--- config.mk ---
export PLATFORM = sky130hd
export DESIGN_NAME = fetch_decode
export DESIGN_NICKNAME = d
export VERILOG_FILES = /design/src/rtl/fetch_decode_pkg.sv /design/src/rtl/instr_decoder.sv /design/src/rtl/fetch_decode.sv
export SDC_FILE = /design/constraint.sdc
export NUM_CORES = 1
export LEC_CHECK = 0
export ABC_AREA = 1
export CORE_AREA = 2 2 114 116
export CTS_CLUSTER_DIAMETER = 120
export DETAILED_ROUTE_END_ITERATION = 10
export DIE_AREA = 0 0 116 118
export DONT_BUFFER_PORTS = 1
export MAX_ROUTING_LAYER = met4
export PLACE_DENSITY = 0.71
export SYNTH_ARGS = -nofsm -noshare
export SYNTH_HDL_FRONTEND = slang
export SYNTH_SLANG_ARGS = --single-unit
--- constraint.sdc ---
create_clock -name clk -period 2.3 [get_ports clk]
set_input_delay 0.345 -clock clk [delete_from_list [all_inputs] [get_ports clk]]
set_output_delay 0.345 -clock clk [all_outputs]
set_load 0.02 [all_outputs]
--- src/rtl/fetch_decode_pkg.sv ---
// Constants shared by the fetch/decode stage and the datapath: ALU opcodes,
// RISC-V opcode/funct fields and the fetch FSM state encoding.
package fetch_decode_pkg;

    localparam int unsigned INSTR_W = 32;
    localparam int unsigned REG_W   = 5;
    localparam int unsigned OP_W    = 5;
    localparam int unsigned BIMM_W  = 13;

    localparam logic [OP_W-1:0] ALU_ADD = 5'd0;
    localparam logic [OP_W-1:0] ALU_SUB = 5'd1;
    localparam logic [OP_W-1:0] ALU_AND = 5'd2;
    localparam logic [OP_W-1:0] ALU_OR  = 5'd3;
    localparam logic [OP_W-1:0] ALU_DIV = 5'd4;

    localparam logic [6:0] OP_R      = 7'b0110011;
    localparam logic [6:0] OP_BRANCH = 7'b1100011;

    localparam logic [2:0] F3_ADD_SUB = 3'b000;
    localparam logic [2:0] F3_AND     = 3'b111;
    localparam logic [2:0] F3_OR      = 3'b110;
    localparam logic [2:0] F3_DIV     = 3'b100;
    localparam logic [2:0] F3_BEQ     = 3'b000;

    localparam logic [6:0] F7_BASE   = 7'b0000000;
    localparam logic [6:0] F7_ALT    = 7'b0100000;
    localparam logic [6:0] F7_MULDIV = 7'b0000001;

    typedef enum logic [2:0] {
        ST_IDLE,
        ST_FETCH,
        ST_DECODE,
        ST_EXEC,
        ST_BRANCH,
        ST_HALT
    } state_t;

endpackage

--- src/rtl/instr_decoder.sv ---
// Combinational decode of the supported R-type ops and BEQ; everything else
// is flagged illegal.
module instr_decoder
    import fetch_decode_pkg::*;
(
    input  logic [INSTR_W-1:0] instr,
    output logic [REG_W-1:0]   rs1,
    output logic [REG_W-1:0]   rs2,
    output logic [REG_W-1:0]   rw,
    output logic [OP_W-1:0]    operation,
    output logic               is_r,
    output logic               is_beq,
    output logic               illegal,
    output logic [BIMM_W-1:0]  b_imm
);

    logic [6:0] opcode;
    logic [6:0] funct7;
    logic [2:0] funct3;

    assign opcode = instr[6:0];
    assign funct3 = instr[14:12];
    assign funct7 = instr[31:25];
    assign rs1    = instr[19:15];
    assign rs2    = instr[24:20];
    assign rw     = instr[11:7];
    assign b_imm  = {instr[31], instr[7], instr[30:25], instr[11:8], 1'b0};

    always_comb begin
        operation = ALU_ADD;
        is_r      = 1'b0;
        is_beq    = 1'b0;
        if (opcode == OP_R) begin
            case ({funct7, funct3})
                {F7_BASE, F3_ADD_SUB}:  begin is_r = 1'b1; operation = ALU_ADD; end
                {F7_ALT, F3_ADD_SUB}:   begin is_r = 1'b1; operation = ALU_SUB; end
                {F7_BASE, F3_AND}:      begin is_r = 1'b1; operation = ALU_AND; end
                {F7_BASE, F3_OR}:       begin is_r = 1'b1; operation = ALU_OR;  end
                {F7_MULDIV, F3_DIV}:    begin is_r = 1'b1; operation = ALU_DIV; end
                default:                begin is_r = 1'b0; operation = ALU_ADD; end
            endcase
        end else if (opcode == OP_BRANCH && funct3 == F3_BEQ) begin
            // BEQ compares by subtraction; the datapath reports zero on equality
            is_beq    = 1'b1;
            operation = ALU_SUB;
        end
        illegal = !(is_r || is_beq);
    end

endmodule

--- src/rtl/fetch_decode.sv ---
// Fetch/decode stage: PC, instruction fetch handshake and datapath control.
// Optional retire counter enabled by FETCH_DECODE_RETIRE_CNT_EN.
module fetch_decode
    import fetch_decode_pkg::*;
#(
    parameter int unsigned       ADDR_W   = 32,
    parameter logic [ADDR_W-1:0] RESET_PC = '0
) (
    input  logic               clk,
    input  logic               reset,
    output logic               imem_req,
    output logic [ADDR_W-1:0]  imem_addr,
    input  logic [INSTR_W-1:0] imem_rdata,
    input  logic               imem_valid,
    output logic [REG_W-1:0]   rs1,
    output logic [REG_W-1:0]   rs2,
    output logic [REG_W-1:0]   rw,
    output logic [OP_W-1:0]    operation,
    output logic               write,
    input  logic               zero_flag,
    output logic [ADDR_W-1:0]  pc,
    output logic               halted
`ifdef FETCH_DECODE_RETIRE_CNT_EN
    ,
    output logic [31:0]        retire_count
`endif
);

    state_t             state, state_next;
    logic [INSTR_W-1:0] ir, ir_next;
    logic [ADDR_W-1:0]  pc_next, pc_plus4, br_target;
    logic [REG_W-1:0]   rs1_next, rs2_next, rw_next;
    logic [OP_W-1:0]    operation_next;
    logic               req_next, write_next, halted_next;

    logic [REG_W-1:0]   dec_rs1, dec_rs2, dec_rw;
    logic [OP_W-1:0]    dec_op;
    logic               dec_is_r, dec_is_beq, dec_illegal;
    logic [BIMM_W-1:0]  dec_b_imm;

    instr_decoder u_dec (
        .instr     (ir),
        .rs1       (dec_rs1),
        .rs2       (dec_rs2),
        .rw        (dec_rw),
        .operation (dec_op),
        .is_r      (dec_is_r),
        .is_beq    (dec_is_beq),
        .illegal   (dec_illegal),
        .b_imm     (dec_b_imm)
    );

    assign imem_addr = pc;
    assign pc_plus4  = pc + ADDR_W'(4);
    assign br_target = pc + {{(ADDR_W-BIMM_W){dec_b_imm[BIMM_W-1]}}, dec_b_imm};

    // Next-state and next-output logic
    always_comb begin
        state_next     = state;
        pc_next        = pc;
        ir_next        = ir;
        rs1_next       = rs1;
        rs2_next       = rs2;
        rw_next        = rw;
        operation_next = operation;
        write_next     = 1'b0;
        halted_next    = halted;
        case (state)
            ST_IDLE: state_next = ST_FETCH;
            ST_FETCH: begin
                if (imem_req && imem_valid) begin
                    ir_next    = imem_rdata;
                    state_next = ST_DECODE;
                end
            end
            ST_DECODE: begin
                rs1_next       = dec_rs1;
                rs2_next       = dec_rs2;
                rw_next        = dec_rw;
                operation_next = dec_op;
                if (dec_illegal) begin
                    state_next  = ST_HALT;
                    halted_next = 1'b1;
                end else if (dec_is_r) begin
                    state_next = ST_EXEC;
                    write_next = (dec_rw != '0);
                end else begin
                    state_next = ST_BRANCH;
                end
            end
            ST_EXEC: begin
                pc_next    = pc_plus4;
                state_next = ST_FETCH;
            end
            ST_BRANCH: begin
                if (!zero_flag) begin
                    pc_next    = pc_plus4;
                    state_next = ST_FETCH;
                end else if (br_target[1]) begin
                    state_next  = ST_HALT;
                    halted_next = 1'b1;
                end else begin
                    pc_next    = br_target;
                    state_next = ST_FETCH;
                end
            end
            ST_HALT: state_next = ST_HALT;
            default: begin
                state_next  = ST_HALT;
                halted_next = 1'b1;
            end
        endcase
        req_next = (state_next == ST_FETCH);
    end

    always_ff @(posedge clk or negedge reset) begin
        if (!reset) begin
            state     <= ST_IDLE;
            pc        <= RESET_PC;
            ir        <= '0;
            imem_req  <= 1'b0;
            rs1       <= '0;
            rs2       <= '0;
            rw        <= '0;
            operation <= ALU_ADD;
            write     <= 1'b0;
            halted    <= 1'b0;
        end else begin
            state     <= state_next;
            pc        <= pc_next;
            ir        <= ir_next;
            imem_req  <= req_next;
            rs1       <= rs1_next;
            rs2       <= rs2_next;
            rw        <= rw_next;
            operation <= operation_next;
            write     <= write_next;
            halted    <= halted_next;
        end
    end

`ifdef FETCH_DECODE_RETIRE_CNT_EN
    // Counts every EXEC and BRANCH cycle, wrapping naturally
    always_ff @(posedge clk or negedge reset) begin
        if (!reset) begin
            retire_count <= '0;
        end else if (state == ST_EXEC || state == ST_BRANCH) begin
            retire_count <= retire_count + 32'd1;
        end
    end
`endif

endmodule

==> impl_metrics.ini, run 1 <==
[run_status]
status = finished, violations left
violations = negative hold slack

[timing]
setup_viol = 0
skew_ns = 0.0103
drv_slew = 0
period_minus_slack_ns = 2.16
fin_crit_sh_pct = 93.9
worst_pin_slew_ns = 0.542
hold_viol_final = 86
clock.fmax_ghz = 0.463
holdWs_ns = -0.318
slew_headroom_pct = 63.9

[floorplanning]
core_area_sq_mm = 0.0124
die_w_um = 116
dieArea_sq_mm = 0.0137
die_y_um = 118
pin_count = 123
num_rows = 41
start_util_pct = 55.9

[placed_design]
port-buffer-count = 0
gp_congestion = 0.995
dp_hpwl_um = 15700
placed_area_sq_mm = 0.00714
placedCellCount = 1225

[cells_and_area]
drive_gt1_share_pct = 10.2
antenna_cells = 0
fin_area_sq_mm = 0.00745
fillCellCount = 1262
area_growth_pct = 7.43
fin_nets = 1131
instances_no_fill = 1241

[clocking]
clk_latency_ns = 0.35
clock_sinks = 86
cts_buffer_depth = 2
path_clk_slew_ns = 0.07
cts_root_buffer = clkbuf_16
cts_tree = yes
htree_num_levels = 3
cts_buffers = 9

[global_route]
grt_start_max_net_pins = 87
track_usage_pct = 31.0
overflow = 0
grt_pass1_vias = 6183
grt_pass1_wl_um = 31700
antenna_found_initial = 0

[pwr]
powerDensity_mw_per_mm2 = 440
leakage_nw = 4.21
max-vdd-ir-drop_mv = 0.415

[route]
wirelength_um = 20200
drc = 0
drt-initial-drc-count = 430
avgViaCountPerCell = 5.34
antenna_left = 0
drt_first_pass_iters = 5
wl_per_cell_um = 16.3
vias = 6632

[synthesis]
synth_most_common_cell = nand2_1
synth.top_cell.area_share_pct = 31.0
syn-cell-area_sq_mm = 0.00694
yosysWarnings = 0
ys.flop_type = dfrtp_1
synth_area_leaders = dfrtp_1 31%, nand2_1 17%, inv_1 8.5%, ha_1 5.4%, nand3_1 5.3%
ys_ff_latch = 86
async_flop_share_pct = 100
synth_top_area_cell = dfrtp_1
syn_avg_cell_area_sq_um = 6.55
synth_edf_count = 0
yosysUniqueCellTypes = 42
syn_inst = 1060
seq_area_frac_synth_pct = 31.0
synthTopCellsByCount = 314 x nand2_1, 157 x inv_1, 94 x nor2_1

[critical_path]
r2r_slack_ns = 0.14
required_ns = 2.53
cp-start-kind = register
path_class = register to register
worstPathMaxFanout = 5
cp.arrival_ns = 2.38
crit_path_end_kind = register

[min_path]
hold_path_class = input pin to async pin

[flow_run]
maxCapViolations = 0
## power by group
part	internal, W	switching (W)
sequential	0.00153	0.0000171
clock	0.000759	0.000691
combinational	0.0000831	0.000208
## worst max-delay path, stage by stage (launching register included)
cell and delay, ns:
dfrtp_1 0.45, ha_1 0.39, nand2_1 0.08, nand2_1 0.13, nand2_1 0.07, nand2_1 0.14
nand2_1 0.07, nand2_1 0.18, nand2_1 0.10, nand3_1 0.09, nand3_1 0.15, nand3_1 0.11
o21ai_1 0.07
## area by class of cell
cell class                 count  area (sq um)  share of cell area, %
multi-input combinational    753          3820                   51.2
tap                          172           215                   2.89
clock buffer                   9           225                   3.02
sequential                    86          2150                   28.9
inverter                     171           642                   8.61
clock inverter                 7          66.3                  0.890
timing repair buffer          43           335                   4.50
## what timing repair did
item | 4_1_cts | 5_1_grt
buffers inserted | 0 | 0
gates resized for setup | 0 | 6
setup endpoints to repair | 0 | 5
hold endpoints to repair | 86 | 86
## layout by cell type (no fill, tap or decap), drive strengths merged, types with 7 or more instances in the layout
cell / instances
nand2: 320
inv: 175
nor2: 105
dfrtp: 86
nand3: 78
a21oi: 71
o21ai: 62
buf: 43
ha: 30
nand4: 20
nor3: 14
mux2: 14
clkbuf: 9
conb: 7
## through the flow
stage                     hold WS (ns)  setup slack [ns]  setup TNS [ns]  utilization [%]  power (W)
after floorplan                 0.0494             0.258               0                -    0.00180
after global placement          0.0507             0.101               0             57.5    0.00186
after detailed placement        0.0510             0.160               0             57.5    0.00186
after CTS                       -0.327             0.139               0             59.9    0.00330
after global routing            -0.329          -0.00294        -0.00294             60.0    0.00340
final                           -0.318             0.141               0             60.0    0.00328
## per-layer routing
layer / global-route usage, % / up-vias / share of wire (%)
met3: 5.41 / 68 / 5.8
met4: 17.3 / 0 / 5.3
met1: 37.2 / 2997 / 42
met2: 48.9 / 224 / 47
met5: - / - / 0
li1: - / 3343 / -
## logic make-up after synthesis
group,count (synthesis),synth area share [%]
fa+ha+maj,31,5.70
other cells,2,0.108
flops,86,31.0
mux,14,2.27
buf+inv,226,14.5
xor+xnor,7,0.884
simple gates,546,34.3
compound gates,148,11.2
## state kept, by name, indices dropped and copies added (netlist names)
signal	cells
halted	1
imem_addr	30
imem_req	1
ir	32
operation	3
rs1	5
rs2	5
rw	5
state	3
write	1
## final timing paths
kind	startpoint	end	depth (start not counted)
max in group asynchronous	reset	imem_addr[31]$_DFFE_PN0P_	0
min in group clk	imem_rdata[30]	ir[30]$_DFFE_PN0P_	1
setup reg to reg	imem_addr[3]$_DFFE_PN0P_	imem_addr[18]$_DFFE_PN0P_	12
hold reg to reg	ir[24]$_DFFE_PN0P_	ir[24]$_DFFE_PN0P_	1
hold / removal	reset	operation[1]$_DFFE_PN0P_	0
setup / recovery	imem_addr[3]$_DFFE_PN0P_	imem_addr[18]$_DFFE_PN0P_	12
(Power assumes the default switching activity.)
==> run 2, diff against run 1 <==
==> constraint.sdc (replaced) <==
create_clock -name clk -period 2.3 [get_ports clk]
set_input_delay 0.46 -clock clk [delete_from_list [all_inputs] [get_ports clk]]
set_output_delay 0.46 -clock clk [all_outputs]
set_load 0.02 [all_outputs]
==> impl_metrics.ini, run 2 (same netlist as run 1, synthesis figures left out) <==
[cells_and_area]
fin_nets = 1129
fillCellCount = 1230
largest_reg_flops = 32
final_cell_mix = 313 x nand2_1, 157 x inv_1, 93 x nor2_1
drive_gt1_share_pct = 9.84
instances_no_fill = 1239
antenna_cells = 0
regMostFlops = ir
area_growth_pct = 6.98
final_common_cell = nand2_1

[pwr]
leakage_nw = 4.19
powerDensity_mw_per_mm2 = 439
max-vdd-ir-drop_mv = 0.417

[route]
antenna_left = 0
vias = 6653
wirelength_um = 20000
drt-initial-drc-count = 443
drc = 0
drt_first_pass_iters = 5
avgViaCountPerCell = 5.37
wl_per_cell_um = 16.2

[floorplanning]
core_area_sq_mm = 0.0124
num_rows = 41
die_w_um = 116
die_y_um = 118
start_util_pct = 55.9
pin_count = 123
dieArea_sq_mm = 0.0137

[critical_path]
cp-start-kind = register
worstPathMaxFanout = 24
required_ns = 2.55
cp.arrival_ns = 2.41
crit_path_end_kind = register
path_class = register to register

[timing]
period_minus_slack_ns = 2.16
holdWs_ns = -0.205
skew_ns = 0.00922
hold_viol_final = 86
fin_setup_tns_ns = 0
slew_headroom_pct = 64.5
rsz0062_at_grt = false
drv_slew = 0
worst_pin_slew_ns = 0.532
fin_crit_sh_pct = 94.1
clock.fmax_ghz = 0.462
setup_viol = 0

[clocking]
clock_sinks = 86
clk_latency_ns = 0.35
htree_num_levels = 3
cts_tree = yes
cts_buffer_depth = 2
cts_buffers = 9
cts_root_buffer = clkbuf_16
path_clk_slew_ns = 0.07

[global_route]
grt_pass1_wl_um = 32000
overflow = 0
use_met3_pct = 6.95
use_met1_pct = 35.9
track_usage_pct = 31.0
busiest_layer = met2
antenna_found_initial = 0
grt_util_met2_pct = 49.1
grt_pass1_vias = 6459
grt_start_max_net_pins = 87

[placed_design]
port-buffer-count = 0
gp_congestion = 1.02
dp_hpwl_um = 15300
placedCellCount = 1223

[run_status]
violations = negative hold slack
status = finished, violations left

[min_path]
hold_path_class = input pin to async pin

[flow_run]
maxCapViolations = 0
==> run 2: what timing repair did <==
action / 4_1_cts / 5_1_grt
hold endpoints to repair: 86 / 86
resized for setup: 0 / 5
setup endpoints to repair: 0 / 5
setup buffers: 0 / 0
==> run 2: layout make-up <==
cell class	instances	area, sq um	area share, %
flip-flops and latches	86	2150	29.0
well taps	172	215	2.90
clock buffers	9	225	3.03
inverters	171	642	8.65
clock inverters	7	57.6	0.775
multi-input cells	753	3810	51.3
repair buffers	41	320	4.31
==> run 2: metal layers <==
metal	share of wire, %	vias to the layer above	routed length (um)
met5	0	-	0
met4	5.9	0	1170
met3	7.2	60	1450
met2	47	245	9370
met1	40	3018	8020
li1	-	3330	-
==> run 2: worst paths after layout <==
path	startpoint	endpoint	slack (ns)	cells past startpoint
setup reg to reg	ir[31]$_DFFE_PN0P_	imem_addr[26]$_DFFE_PN0P_	0.14	11
hold / removal	reset	imem_addr[16]$_DFFE_PN0P_	-0.20	0
hold reg to reg	ir[2]$_DFFE_PN0P_	ir[2]$_DFFE_PN0P_	0.51	1
setup / recovery	ir[31]$_DFFE_PN0P_	imem_addr[26]$_DFFE_PN0P_	0.14	11
max in group asynchronous	reset	imem_addr[29]$_DFFE_PN0P_	2.33	0
min in group clk	imem_rdata[30]	ir[30]$_DFFE_PN0P_	0.24	1
==> run 2: metrics by stage <==
| stage | setup slack [ns] | cell area, sq um | total power (W) | hold WS, ns | util, % |
|---|---|---|---|---|---|
| finish | 0.136 | 7420 | 0.00326 | -0.205 | 59.8 |
| global route | 0.00180 | 7420 | 0.00336 | -0.214 | 59.8 |
| CTS | 0.0969 | 7410 | 0.00327 | -0.210 | 59.7 |
| detailed placement | 0.114 | 7130 | 0.00186 | 0.165 | 57.4 |
| global placement | 0.139 | 7130 | 0.00186 | 0.166 | 57.4 |
| floorplan | 0.258 | 6960 | 0.00180 | 0.164 | - |
==> run 2: worst max-delay path, cell delays in order, from the launching register on <==
cell,delay (ns)
dfrtp_1,0.40
buf_12,0.17
ha_1,0.41
nand2_1,0.14
nor2_2,0.20
inv_1,0.06
nor3_1,0.19
nand3_1,0.16
nand4_1,0.11
nand3_1,0.08
nand2_1,0.08
nand2_1,0.05
==> run 2: power by group <==
part	switching (W)	internal (W)
Clock	0.000675	0.000748
Combinational	0.000210	0.0000827
Sequential	0.0000150	0.00153
Total	0.000900	0.00236
